`config.mk`:
```
export PLATFORM = sky130hd
export DESIGN_NAME = spi_dep_miso_transmitter
export DESIGN_NICKNAME = d
export VERILOG_FILES = /design/src/rtl/spi_dep_miso_transmitter.sv
export SDC_FILE = /design/constraint.sdc
export NUM_CORES = 1
export LEC_CHECK = 0
export CAP_MARGIN = 20
export CELL_PAD_IN_SITES_DETAIL_PLACEMENT = 0
export CELL_PAD_IN_SITES_GLOBAL_PLACEMENT = 1
export CORE_MARGIN = 3
export CORE_UTILIZATION = 40
export CTS_CLUSTER_SIZE = 28
export DETAILED_ROUTE_END_ITERATION = 10
export GPL_TIMING_DRIVEN = 0
export PLACE_DENSITY_LB_ADDON = 0.1
export SYNTH_ARGS = -nofsm -noshare
export SYNTH_HDL_FRONTEND = slang
export SYNTH_SLANG_ARGS = --single-unit
export TNS_END_PERCENT = 50
```
`constraint.sdc`:
```
create_clock -name clk_i -period 2.22 [get_ports clk_i]
set_input_delay 0.444 -clock clk_i [delete_from_list [all_inputs] [get_ports clk_i]]
set_output_delay 0.444 -clock clk_i [all_outputs]
set_load 0.01 [all_outputs]
```
`src/rtl/spi_dep_miso_transmitter.sv`:
```
// SPI mode-0 target transmitter: edge-detects pre-synchronized SCLK/CS and
// shifts buffered words out on MISO, MSB first, with a one-entry holding buffer.
module spi_dep_miso_transmitter #(
  parameter int                DATA_W    = 8,
  parameter logic [DATA_W-1:0] IDLE_WORD = '0
) (
  input  logic              clk_i,
  input  logic              reset_i,
  input  logic              sclk_i,
  input  logic              cs_n_i,
  input  logic [DATA_W-1:0] tx_data_i,
  input  logic              tx_valid_i,
  output logic              tx_ready_o,
  output logic              miso_o,
  output logic              miso_oe_o,
  output logic              word_done_o,
  output logic              underrun_o,
  output logic              abort_o
);
  localparam int CW = $clog2(DATA_W + 1);
  localparam logic [CW-1:0] FULL_CNT = CW'(DATA_W);

  typedef enum logic {IDLE, ACTIVE} state_t;

  state_t            state;
  logic              sclk_q, cs_n_q;
  logic [DATA_W-1:0] buf_q, shift_q;
  logic              buf_full;
  logic [CW-1:0]     bit_cnt;

  logic sclk_rise, sclk_fall, cs_fall, cs_rise, accept, load;

  assign sclk_rise  = sclk_i & ~sclk_q;
  assign sclk_fall  = ~sclk_i & sclk_q;
  assign cs_fall    = ~cs_n_i & cs_n_q;
  assign cs_rise    = cs_n_i & ~cs_n_q;
  assign accept     = tx_valid_i & ~buf_full;
  assign tx_ready_o = ~buf_full;
  // Word boundary inside a frame reuses the same load path as the frame start.
  assign load = cs_fall | ((state == ACTIVE) & sclk_fall & (bit_cnt == FULL_CNT));

  always_ff @(posedge clk_i) begin
    if (reset_i) begin
      state       <= IDLE;
      sclk_q      <= 1'b0;
      cs_n_q      <= 1'b1;
      buf_q       <= '0;
      buf_full    <= 1'b0;
      shift_q     <= '0;
      bit_cnt     <= '0;
      miso_o      <= 1'b0;
      miso_oe_o   <= 1'b0;
      word_done_o <= 1'b0;
      underrun_o  <= 1'b0;
      abort_o     <= 1'b0;
    end else begin
      sclk_q      <= sclk_i;
      cs_n_q      <= cs_n_i;
      miso_oe_o   <= ~cs_n_i;
      word_done_o <= 1'b0;
      underrun_o  <= 1'b0;
      abort_o     <= 1'b0;

      // Accept never bypasses into the shifter; it only fills an empty buffer.
      if (accept) begin
        buf_q    <= tx_data_i;
        buf_full <= 1'b1;
      end

      if (cs_rise) begin
        state   <= IDLE;
        abort_o <= (bit_cnt != '0) && (bit_cnt < FULL_CNT);
        bit_cnt <= '0;
        shift_q <= '0;
        miso_o  <= 1'b0;
      end else if (load) begin
        state   <= ACTIVE;
        bit_cnt <= '0;
        if (buf_full) begin
          shift_q  <= buf_q;
          miso_o   <= buf_q[DATA_W-1];
          buf_full <= 1'b0;
        end else begin
          shift_q    <= IDLE_WORD;
          miso_o     <= IDLE_WORD[DATA_W-1];
          underrun_o <= 1'b1;
        end
      end else if (state == ACTIVE && sclk_rise) begin
        if (bit_cnt < FULL_CNT) begin
          bit_cnt     <= bit_cnt + CW'(1);
          word_done_o <= (bit_cnt + CW'(1)) == FULL_CNT;
        end
      end else if (state == ACTIVE && sclk_fall && bit_cnt < FULL_CNT) begin
        shift_q <= {shift_q[DATA_W-2:0], 1'b0};
        miso_o  <= shift_q[DATA_W-2];
      end
    end
  end
endmodule

```
==> results.toml, run 1 <==
[synth]
synth_warnings = 0
synth_area_um2 = 1120
synth_cells = 110
syn_nets = 125
ys_types = 32
synth.top_cell.area_share_pct = 50.0
avgSynthCellArea_um2 = 10.2
seq_area_frac_synth_pct = 50.0
synth_top_cells_by_area = "dfxtp_1, mux2i_1, a32o_1"
synth_seq_cells = 28
synth_area_leader_cell = "dfxtp_1"

[critical_path]
worst-r2r-cell-count = 6
reg2reg_slack_ns = 0.53
cp_data_required_time_ns = 1.78
cpLargestDelayFamily = "buffers and inverters"
cpMaxStageDelayCell = "clkdlybuf4s50_1"
worstPathCellList = "clkbuf_2, inv_1, clkdlybuf4s50_1"
timing.rr.end = "shift_q[1]$_SDFFE_PP0P_"
crit_path_max_fanout = 10
critPathBufInv = 3
reg2reg_from = "bit_cnt[0]$_SDFFE_PP0P_"
slowest_delay_ns = 0.47
cp-end-kind = "output port"
cp_data_arrival_time_ns = 1.54
crit_type = "flop to output port"
start_kind = "flop"

[route]
via_per_inst = 5.32
maxUsedRoutingLayer = "met4"
wl_met2_um = 956
post_drt_wl_per_cell_um = 13.7
firstDrtPassIters = 4
drtIter0Drc = 26
wl_met3_um = 75
final_antenna_net_count = 0
wl_met1_um = 1180
drt-total-wl_um = 2230
routed-via-count = 862
drc = 0

[worst_hold_path]
hold_end = "shift_q[0]$_SDFFE_PP0P_"
worstHoldStart = "buf_q[0]$_SDFFE_PP0P_"
hold_path.class = "flop to flop"
hold_depth = 2

[power]
seqPwrFrac_pct = 55.2
p_leak_nw = 0.539
power_switching_w = 0.000210
cellPowerDensity_nw_per_um2 = 693
p_clk_share_pct = 34.4
p_comb_share_pct = 10.3
p_int_w = 0.000755
irDropWorstVdd_mv = 0.375
netSwitchingFraction_pct = 21.7
finalPower_w = 0.000965

[grt]
grt_max_degree = 17
antenna_found_initial = 0
grt_pass1_vias = 787
grt_usage_pct = 13.9
grt_remaining_overflow = 0
grt_pass1_wl_um = 3640

[placed_design]
pre_cts_ws_ns = 0.214
dp_hpwl_um = 1610
portBuffers = 18
place.gp.congestion = 0.692

[timing]
setup_viol = 0
rsz0062_at_grt = "false"
tightest_slew_ns = 0.808
setup_tns_ns = 0
post-route-min-period_ns = 1.99
max_freq_ghz = 0.503
hold_viol = 0
worst_slack_ns = 0.233
slew_viol_final = 0
relSlewSlack_pct = 45.7
fin_skew_ns = 0.00841
period_share_pct = 89.5

[floorplanning]
die_h_um = 58.9
die_width_um = 58.9
dieArea_um2 = 3470
fp.coreArea_um2 = 2570
io-pin-count = 19
rows = 18
start_util_pct = 43.7

[clocking]
numCtsBuffers = 3
htree_num_levels = 1
clock_latency_ns = 0.32
cts_tree = "yes"
cts_num_sinks = 28
cts-root-buf = "clkbuf_4"
clkTransAtPathRegs_ns = 0.16
clk_path_buf_depth = 2
cts.hold.buffers_added = 0
post-cts-setup-buffers = 0

[final_layout]
final_cell_mix = "dfxtp_1, clkdlybuf4s50_1, nor2_1"
fillers = 259
n_antenna_cell = 0
areaGrowthSynthToFinish_pct = 24.2
final_common_cell = "dfxtp_1"
drive_gt1_share_pct = 9.09
layout.nets = 148

[run]
drv_cap = 0

[outcome]
run_status = "finished, final reports clean"
==> sequential cells by signal, indices dropped and copies added, names as in the netlist <==
name / flops
miso_o: 1
sclk_q: 1
cs_n_q: 1
shift_q: 7
bit_cnt: 4
word_done_o: 1
miso_oe_o: 1
state: 1
buf_q: 8
abort_o: 1
buf_full: 1
underrun_o: 1
==> power groups by stage <==
stage               Clock [W]  Combinational [W]  Sequential, W
detailed placement          0          0.0000994       0.000543
finish               0.000332          0.0000999       0.000533
CTS                  0.000340          0.0000998       0.000533
global placement            0          0.0000983       0.000543
global route         0.000357           0.000110       0.000535
floorplan                   0          0.0000564       0.000540
==> cell type report <==
class                      count  area, µm²  share of cell area [%]
timing repair buffer          18        180                    12.9
clock buffer                   3       22.5                    1.62
buffer                         4       21.3                    1.53
sequential                    28        561                    40.3
tap                           30       37.5                    2.70
inverter                       5       18.8                    1.35
clock inverter                 1       30.0                    2.16
multi-input combinational     73        522                    37.5
==> per-layer routing <==
metal / vias to the layer above / GRT usage [%]
met1: 407 / 20.6
met5: - / 0
met4: 0 / 4.85
met3: 2 / 3.29
li1: 438 / -
met2: 15 / 19.4
==> logic make-up after synthesis <==
| group | count (synthesis) | synth area share, % |
|---|---|---|
| simple gates | 39 | 18.6 |
| flops | 28 | 50.0 |
| compound gates | 21 | 15.6 |
| buf+inv | 9 | 3.46 |
| mux | 9 | 8.48 |
| xor+xnor | 2 | 1.56 |
| fa+ha+maj | 2 | 2.23 |
==> what timing repair did <==
action / CTS / global route
endpoints found under the setup margin: 0 / 1
gates resized for setup: 0 / 2
endpoints found under the hold margin: 0 / 0
==> worst min-delay path: cells and delay by family (launching register included) <==
| family | cells | cell delay, ns |
|---|---|---|
| AOI/OAI and AO/OA | 1 | 0.06 |
| DFF | 1 | 0.35 |
| and+or+nand+nor | 1 | 0.07 |
==> worst max-delay path by stage <==
| stage | startpoint | end | slack [ns] | cells after the start |
|---|---|---|---|---|
| floorplan | bit_cnt[0]$_SDFFE_PP0P_ | miso_o$_SDFFE_PP0P_ | 0.75 | 6 |
| global placement | sclk_i | miso_o$_SDFFE_PP0P_ | 0.22 | 5 |
| detailed placement | sclk_i | shift_q[1]$_SDFFE_PP0P_ | 0.21 | 5 |
| CTS | buf_full$_SDFF_PP0_ | tx_ready_o | 0.08 | 3 |
| global route | buf_full$_SDFF_PP0_ | tx_ready_o | 0.16 | 3 |
| finish | buf_full$_SDFF_PP0_ | tx_ready_o | 0.23 | 3 |
==> synth_stat cells (all sizes together) <==
cell type  instances
buf                2
xor2               1
a311oi             1
and3b              1
mux2               1
inv                5
or2                1
nor4               1
xnor2              1
a31oi              1
o21a               1
and4bb             2
nand3b             1
ha                 2
a31o               1
mux2i              8
nand2b             3
o21ai              1
a32o               6
dfxtp             28
nand3              2
nor3               3
nand2              3
nor2b              5
a22o               6
and3               1
nor2              16
clkbuf             2
a21oi              4
==> per-stage QoR <==
stage               area, µm²  instances  hold slack [ns]  util [%]
floorplan                1120        110            0.443         -
global placement         1340        158            0.478      52.1
global route             1390        162            0.516      54.2
CTS                      1390        162            0.505      54.2
finish                   1390        162            0.503      54.2
detailed placement       1340        158            0.478      52.1
No activity file was read; power rests on OpenSTA's default activity.
==> run 2: changes to the inputs <==
--- a/config.mk
+++ b/config.mk
@@ -5,7 +5,7 @@
 export SDC_FILE = /design/constraint.sdc
 export NUM_CORES = 1
 export LEC_CHECK = 0
-export CAP_MARGIN = 20
+export CAP_MARGIN = 0
 export CELL_PAD_IN_SITES_DETAIL_PLACEMENT = 0
 export CELL_PAD_IN_SITES_GLOBAL_PLACEMENT = 1
 export CORE_MARGIN = 3
==> results of run 2 <==
Same layout as run 1: the final DEF is identical, and so are final timing and power.
